==> src/rtl/decode_stage.sv <==
// decode_stage: IF/ID pipeline register and RV32I instruction decoder.
//
// Holds one fetched instruction and presents its decoded form to execute
// over a valid/ready handshake. Load-use hazards against the instruction in
// execute hold the instruction back. A flush from execute kills it.
//
// Ports:
//   clk, rst                  clock, asynchronous active-high reset
//   if_valid/if_ready         fetch handshake, carrying if_instr and if_pc
//   flush                     redirect from execute; kills the held instruction
//   ex_ready                  execute accepts the decoded instruction
//   ex_mem_read, ex_rd        load-in-execute info for hazard detection
//   id_valid                  decoded instruction valid for execute
//   rs1, rs2                  register file read addresses
//   id_rd, id_pc, id_imm      destination, pc, sign-extended immediate
//   id_alu_op, id_alu_src     ALU operation and operand-B select
//   id_reg_write, id_mem_read, id_mem_write, id_branch, id_jump  controls
//   stall_cnt                 saturating count of load-use stall cycles
//   id_illegal                (only with DECODE_ILLEGAL_TRAP_EN) unknown opcode
//
// Optional feature macro: DECODE_ILLEGAL_TRAP_EN
module decode_stage #(
    parameter int          XLEN        = 32,
    parameter logic [31:0] NOP_INSTR   = 32'h0000_0013,
    parameter int          STALL_CNT_W = 16
) (
    input  logic                   clk,
    input  logic                   rst,
    input  logic                   if_valid,
    output logic                   if_ready,
    input  logic [31:0]            if_instr,
    input  logic [XLEN-1:0]        if_pc,
    input  logic                   flush,
    input  logic                   ex_ready,
    input  logic                   ex_mem_read,
    input  logic [4:0]             ex_rd,
    output logic                   id_valid,
    output logic [4:0]             rs1,
    output logic [4:0]             rs2,
    output logic [4:0]             id_rd,
    output logic [XLEN-1:0]        id_pc,
    output logic [XLEN-1:0]        id_imm,
    output logic [3:0]             id_alu_op,
    output logic                   id_alu_src,
    output logic                   id_reg_write,
    output logic                   id_mem_read,
    output logic                   id_mem_write,
    output logic                   id_branch,
    output logic                   id_jump,
    output logic [STALL_CNT_W-1:0] stall_cnt
`ifdef DECODE_ILLEGAL_TRAP_EN
    ,
    output logic                   id_illegal
`endif
);

    typedef enum logic [6:0] {
        OPC_LUI    = 7'b0110111,
        OPC_AUIPC  = 7'b0010111,
        OPC_JAL    = 7'b1101111,
        OPC_JALR   = 7'b1100111,
        OPC_BRANCH = 7'b1100011,
        OPC_LOAD   = 7'b0000011,
        OPC_STORE  = 7'b0100011,
        OPC_OPIMM  = 7'b0010011,
        OPC_OP     = 7'b0110011
    } opcode_e;

    typedef enum logic [3:0] {
        ALU_ADD    = 4'd0,
        ALU_SUB    = 4'd1,
        ALU_SLL    = 4'd2,
        ALU_SLT    = 4'd3,
        ALU_SLTU   = 4'd4,
        ALU_XOR    = 4'd5,
        ALU_SRL    = 4'd6,
        ALU_SRA    = 4'd7,
        ALU_OR     = 4'd8,
        ALU_AND    = 4'd9,
        ALU_PASS_B = 4'd10
    } alu_op_e;

    logic                   r_hold_valid;
    logic [31:0]            r_instr;
    logic [XLEN-1:0]        r_pc;
    logic [STALL_CNT_W-1:0] r_stall_cnt;

    logic [6:0]  w_opcode;
    logic [2:0]  w_funct3;
    logic        w_alt;
    logic [31:0] w_imm32;
    logic [3:0]  w_alu_op;
    logic        w_alu_src, w_rw, w_mr, w_mw, w_br, w_jp;
    logic        w_uses_rs1, w_uses_rs2, w_known;
    logic        w_hazard, w_id_valid, w_id_fire, w_if_ready, w_if_fire;

    // funct3 -> ALU op; alt selects SUB for 000 and SRA for 101.
    function automatic alu_op_e f3_to_op(input logic [2:0] f3, input logic alt);
        case (f3)
            3'b000:  return alt ? ALU_SUB : ALU_ADD;
            3'b001:  return ALU_SLL;
            3'b010:  return ALU_SLT;
            3'b011:  return ALU_SLTU;
            3'b100:  return ALU_XOR;
            3'b101:  return alt ? ALU_SRA : ALU_SRL;
            3'b110:  return ALU_OR;
            default: return ALU_AND;
        endcase
    endfunction

    assign w_opcode = r_instr[6:0];
    assign w_funct3 = r_instr[14:12];
    assign w_alt    = r_instr[30];

    always_comb begin
        w_imm32    = '0;
        w_alu_op   = ALU_ADD;
        w_alu_src  = 1'b0;
        w_rw       = 1'b0;
        w_mr       = 1'b0;
        w_mw       = 1'b0;
        w_br       = 1'b0;
        w_jp       = 1'b0;
        w_uses_rs1 = 1'b0;
        w_uses_rs2 = 1'b0;
        w_known    = 1'b1;
        case (w_opcode)
            OPC_LUI: begin
                w_imm32 = {r_instr[31:12], 12'b0};
                w_alu_op = ALU_PASS_B; w_alu_src = 1'b1; w_rw = 1'b1;
            end
            OPC_AUIPC: begin
                w_imm32 = {r_instr[31:12], 12'b0};
                w_alu_src = 1'b1; w_rw = 1'b1;
            end
            OPC_JAL: begin
                w_imm32 = {{11{r_instr[31]}}, r_instr[31], r_instr[19:12],
                           r_instr[20], r_instr[30:21], 1'b0};
                w_alu_src = 1'b1; w_rw = 1'b1; w_jp = 1'b1;
            end
            OPC_JALR: begin
                w_imm32 = {{20{r_instr[31]}}, r_instr[31:20]};
                w_alu_src = 1'b1; w_rw = 1'b1; w_jp = 1'b1; w_uses_rs1 = 1'b1;
            end
            OPC_BRANCH: begin
                w_imm32 = {{19{r_instr[31]}}, r_instr[31], r_instr[7],
                           r_instr[30:25], r_instr[11:8], 1'b0};
                w_alu_op = ALU_SUB; w_br = 1'b1;
                w_uses_rs1 = 1'b1; w_uses_rs2 = 1'b1;
            end
            OPC_LOAD: begin
                w_imm32 = {{20{r_instr[31]}}, r_instr[31:20]};
                w_alu_src = 1'b1; w_rw = 1'b1; w_mr = 1'b1; w_uses_rs1 = 1'b1;
            end
            OPC_STORE: begin
                w_imm32 = {{20{r_instr[31]}}, r_instr[31:25], r_instr[11:7]};
                w_alu_src = 1'b1; w_mw = 1'b1;
                w_uses_rs1 = 1'b1; w_uses_rs2 = 1'b1;
            end
            OPC_OPIMM: begin
                w_imm32 = {{20{r_instr[31]}}, r_instr[31:20]};
                // Only shift-right immediates use bit 30; ADDI never becomes SUB.
                w_alu_op = f3_to_op(w_funct3, (w_funct3 == 3'b101) && w_alt);
                w_alu_src = 1'b1; w_rw = 1'b1; w_uses_rs1 = 1'b1;
            end
            OPC_OP: begin
                w_alu_op = f3_to_op(w_funct3, w_alt);
                w_rw = 1'b1; w_uses_rs1 = 1'b1; w_uses_rs2 = 1'b1;
            end
            default: w_known = 1'b0;
        endcase
    end

    assign w_hazard = ex_mem_read && (ex_rd != 5'd0) &&
                      ((w_uses_rs1 && ex_rd == r_instr[19:15]) ||
                       (w_uses_rs2 && ex_rd == r_instr[24:20]));

    assign w_id_valid = r_hold_valid && !w_hazard;
    assign w_id_fire  = w_id_valid && ex_ready;
    assign w_if_ready = !r_hold_valid || w_id_fire;
    assign w_if_fire  = if_valid && w_if_ready;

    always_ff @(posedge clk or posedge rst) begin
        if (rst) begin
            r_hold_valid <= 1'b0;
            r_instr      <= NOP_INSTR;
            r_pc         <= '0;
            r_stall_cnt  <= '0;
        end else begin
            if (flush) begin
                r_hold_valid <= 1'b0;
                r_instr      <= NOP_INSTR;
            end else if (w_if_fire) begin
                r_instr      <= if_instr;
                r_pc         <= if_pc;
                r_hold_valid <= 1'b1;
            end else if (w_id_fire) begin
                r_hold_valid <= 1'b0;
            end
            if (r_hold_valid && w_hazard && !flush && (r_stall_cnt != '1))
                r_stall_cnt <= r_stall_cnt + STALL_CNT_W'(1);
        end
    end

    assign if_ready     = w_if_ready;
    assign id_valid     = w_id_valid;
    assign rs1          = r_instr[19:15];
    assign rs2          = r_instr[24:20];
    assign id_rd        = r_instr[11:7];
    assign id_pc        = r_pc;
    assign id_imm       = XLEN'($signed(w_imm32));
    assign id_alu_op    = w_alu_op;
    assign id_alu_src   = w_alu_src;
    assign id_reg_write = w_rw && (r_instr[11:7] != 5'd0);
    assign id_mem_read  = w_mr;
    assign id_mem_write = w_mw;
    assign id_branch    = w_br;
    assign id_jump      = w_jp;
    assign stall_cnt    = r_stall_cnt;
`ifdef DECODE_ILLEGAL_TRAP_EN
    assign id_illegal   = w_id_valid && !w_known;
`else
    logic w_unused_known;
    assign w_unused_known = w_known;
`endif

endmodule

==> config.mk <==
export PLATFORM = sky130hd
export DESIGN_NAME = decode_stage
export DESIGN_NICKNAME = d
export VERILOG_FILES = /design/src/rtl/decode_stage.sv
export SDC_FILE = /design/constraint.sdc
export NUM_CORES = 1
export LEC_CHECK = 0
export BUFFER_PORTS_ARGS = -buffer_cell sky130_fd_sc_hd__clkbuf_2
export CORE_ASPECT_RATIO = 1.25
export CORE_MARGIN = 5
export CORE_UTILIZATION = 40
export DETAILED_ROUTE_END_ITERATION = 10
export GPL_ROUTABILITY_DRIVEN = 0
export PLACE_DENSITY = 0.72
export SYNTH_ARGS = -nofsm -noshare
export SYNTH_HDL_FRONTEND = slang
export SYNTH_SLANG_ARGS = --single-unit
==> constraint.sdc <==
create_clock -name clk -period 2.9 [get_ports clk]
set_input_delay 0.29 -clock clk [delete_from_list [all_inputs] [get_ports clk]]
set_output_delay 0.29 -clock clk [all_outputs]
set_load 0.02 [all_outputs]
==> flow_metrics.py <==
metrics = {
    "sta": {
        "fin_crit_sh_pct": 92.9,
        "slew_viol_final": 0,
        "clock.fmax_mhz": 371,
        "clock_skew_ps": 8.19,
        "hold_viol_final": 0,
        "maxSlewHeadroom_pct": 51.9,
        "worst_pin_slew_ps": 716,
        "rsz0062_at_grt": "false",
        "setup_viol": 0,
        "final.min_clock_period_ps": 2700,
        "tns_ps": 0,
    },
    "critical_path": {
        "critical_path.endpoint": "id_imm[24]",
        "crit_fanout": 11,
        "cp-end-kind": "output port",
        "critPathLaunch": "r_instr[5]",
        "reg2regPathDepth": 7,
        "cp_data_arrival_time_ps": 2410,
        "r2r_start": "r_instr[1]",
        "ff2ff_setup_slack_ps": 390,
        "reg2reg_to": "id_pc[22]",
        "critical_path_class": "flop to output port",
        "cp-start-kind": "flop",
        "crit_required_ps": 2610,
    },
    "floorplanning": {
        "die_y_um": 130,
        "start_util_pct": 41.1,
        "io_pins": 182,
        "dieArea_sq_um": 13700,
        "rows": 43,
        "core_area_sq_um": 11100,
        "die_w_um": 106,
    },
    "cts": {
        "cts_buffers": 9,
        "cts_buffer_depth": 2,
        "insertion_delay_ps": 340,
        "clkSinkCount": 81,
        "clkTransAtPathRegs_ps": 70,
        "cts_setup_buffers": 0,
        "cts.htree.levels": 3,
        "cts_root_buffer": "clkbuf_16",
        "cts_tree": "done",
    },
    "pwr": {
        "power.density_nw_per_um2": 563,
        "cellLeakagePower_uw": 0.00317,
        "vdd_drop_max_uv": 358,
        "power_uw": 3260,
    },
    "grt": {
        "grt_antenna_before_repair": 0,
        "grt_max_degree": 66,
        "grt_pass1_vias": 3807,
        "track_usage_pct": 18.2,
        "grt_pass1_wl_um": 19800,
        "grt-ovfl-total": 0,
    },
    "run": {
        "cap_violations": 0,
    },
    "min_path": {
        "worstHoldStart": "if_pc[4]",
        "hp-class": "input pin to flop",
    },
    "route": {
        "via_count": 3660,
        "wl_per_cell_um": 17.3,
        "drt-initial-drc-count": 233,
        "drcViolationCount": 0,
        "via_per_inst": 5.08,
        "routed_wl_um": 12500,
        "first_pass_iters": 4,
        "ant_nets": 0,
    },
    "logic_synthesis": {
        "synthAdderAreaFrac_pct": 0.273,
        "syn_area_per_cell_sq_um": 11.0,
        "ys_seq_area_share_pct": 44.4,
        "synth_area_sq_um": 4580,
        "muxShareOfSynthArea_pct": 17.6,
        "synth_top_family_by_area": "simple AND/OR/NAND/NOR gates",
        "yosysWarnings": 0,
        "synthCells": 415,
        "ys_ff_latch": 81,
        "synth-compound-area-share_pct": 7.52,
        "yosysUniqueCellTypes": 47,
        "syn_nets": 491,
        "synth_simple_gate_area_share_pct": 19.3,
        "synthXorXnorAreaFrac_pct": 4.79,
    },
    "placement": {
        "dpl.hpwl_um": 9570,
        "io_buffers": 181,
    },
    "cells_and_area": {
        "layout-drive-gt1-share_pct": 43.8,
        "fillers": 1000,
        "nets": 656,
        "syn2layout_area_growth_pct": 26.7,
        "post-route-util_pct": 52.0,
        "antennaDiodeCount": 0,
    },
    "run_status": {
        "status": "finished clean",
    },
}
==> cell usage after synthesis (all sizes together) <==
library cell	count	area share, %
nand2	17	1.4
and2	8	1.1
a211oi	2	0.44
buf	24	4.5
xor2	23	4.4
a32o	1	0.22
o21ai	8	0.87
nor2b	2	0.27
nand2b	58	7.9
a21o	22	3.7
nand4	4	0.55
a2111oi	1	0.19
or4	1	0.16
and4	3	0.57
nand3	10	1.1
dfstp	3	1.7
nor4	8	1.2
or2	3	0.41
o21ba	1	0.22
dfrtp	78	43
o31ai	2	0.33
or2b	1	0.16
a22o	4	0.77
nand4b	1	0.19
a21oi	6	0.66
and3	2	0.27
ha	1	0.27
nor2	16	1.4
nor4b	1	0.19
o21a	1	0.16
inv	7	0.57
mux2i	32	7.0
xnor2	2	0.38
nand3b	2	0.60
mux2	33	11
nor3	14	1.8
clkbuf	13	1.1
==> flip-flops by register name (all words and copies together) (netlist names) <==
| name | count |
|---|---|
| r_hold_valid | 1 |
| r_instr | 32 |
| stall_cnt | 16 |
| id_pc | 32 |
==> layer usage <==
| layer | global-route usage (%) | wire length, um |
|---|---|---|
| met1 | 21.8 | 4980 |
| met4 | 7.32 | 379 |
| met5 | 0 | 0 |
| met2 | 32.1 | 6420 |
| met3 | 3.64 | 673 |
==> cells in the final DEF (no fill, tap or decap), types with 3 or more instances in the layout <==
cell type / Yosys / final
a21o_1: 20 / 20
a21oi_1: 6 / 6
a22o_1: 4 / 4
and2_1: 8 / 7
and4_1: 3 / 3
buf_4: 15 / 9
clkbuf_16: 0 / 9
clkbuf_2: 0 / 181
dfrtp_1: 78 / 78
dfstp_2: 3 / 3
inv_1: 7 / 6
mux2_2: 3 / 3
mux2_4: 30 / 30
mux2i_1: 32 / 32
nand2_1: 17 / 17
nand2b_1: 58 / 58
nand3_1: 10 / 10
nand4_1: 4 / 4
nor2_1: 15 / 15
nor3_1: 13 / 13
nor4_1: 7 / 7
o21ai_0: 7 / 7
or2_2: 3 / 3
xor2_1: 23 / 23
==> critical path: stages (launching register included) <==
cell	delay, ps
dfrtp_1	530
nor2b_1	230
nand3_1	140
or2_2	340
o31ai_2	140
and2_2	380
a21o_1	140
clkbuf_2	170
==> final cells by class <==
| class | count | area (sq um) | area share, % |
|---|---|---|---|
| repair buffers | 191 | 983 | 17.0 |
| clock inverters | 7 | 86.3 | 1.49 |
| flip-flops and latches | 81 | 2030 | 35.0 |
| well taps | 135 | 169 | 2.91 |
| clock buffers | 9 | 225 | 3.89 |
| inverters | 7 | 27.5 | 0.475 |
| multi-input cells | 290 | 2270 | 39.2 |
==> through the flow <==
stage | hold slack, ps | worst slack (ps) | instances | cell area, sq um
finish | 179 | 205 | 720 | 5800
CTS | 168 | 18.4 | 720 | 5790
global placement | 250 | 373 | 703 | 5470
floorplan | 436 | 535 | 415 | 4580
detailed placement | 260 | 335 | 703 | 5470
global route | 168 | 50.6 | 720 | 5800
==> cell families after synthesis <==
kind of cell,count (synthesis)
AND/OR/NAND/NOR,151
flip-flops,81
multiplexers,65
AO/OA/AOI/OAI,48
buffers and inverters,44
XOR/XNOR,25
adder cells (fa/ha/maj),1
==> power breakdown <==
group | switching, uW | internal (uW) | total, uW
logic | 418 | 329 | 746
registers | 97.8 | 1240 | 1340
clock network | 493 | 685 | 1180
==> how the worst min path moves through the flow <==
stage,to,slack [ps],cells past startpoint
final,id_pc[4],180,2
after detailed placement,id_pc[1],260,2
after floorplan,r_instr[0],440,2
after global placement,id_pc[1],250,2
after CTS,id_pc[4],170,2
after global routing,id_pc[9],170,2
==> what timing repair did <==
action	CTS	global route
setup endpoints to repair	0	11
hold endpoints to repair	19	0
gates resized for setup	0	2
hold buffers	1	0
(Power assumes the default switching activity.)
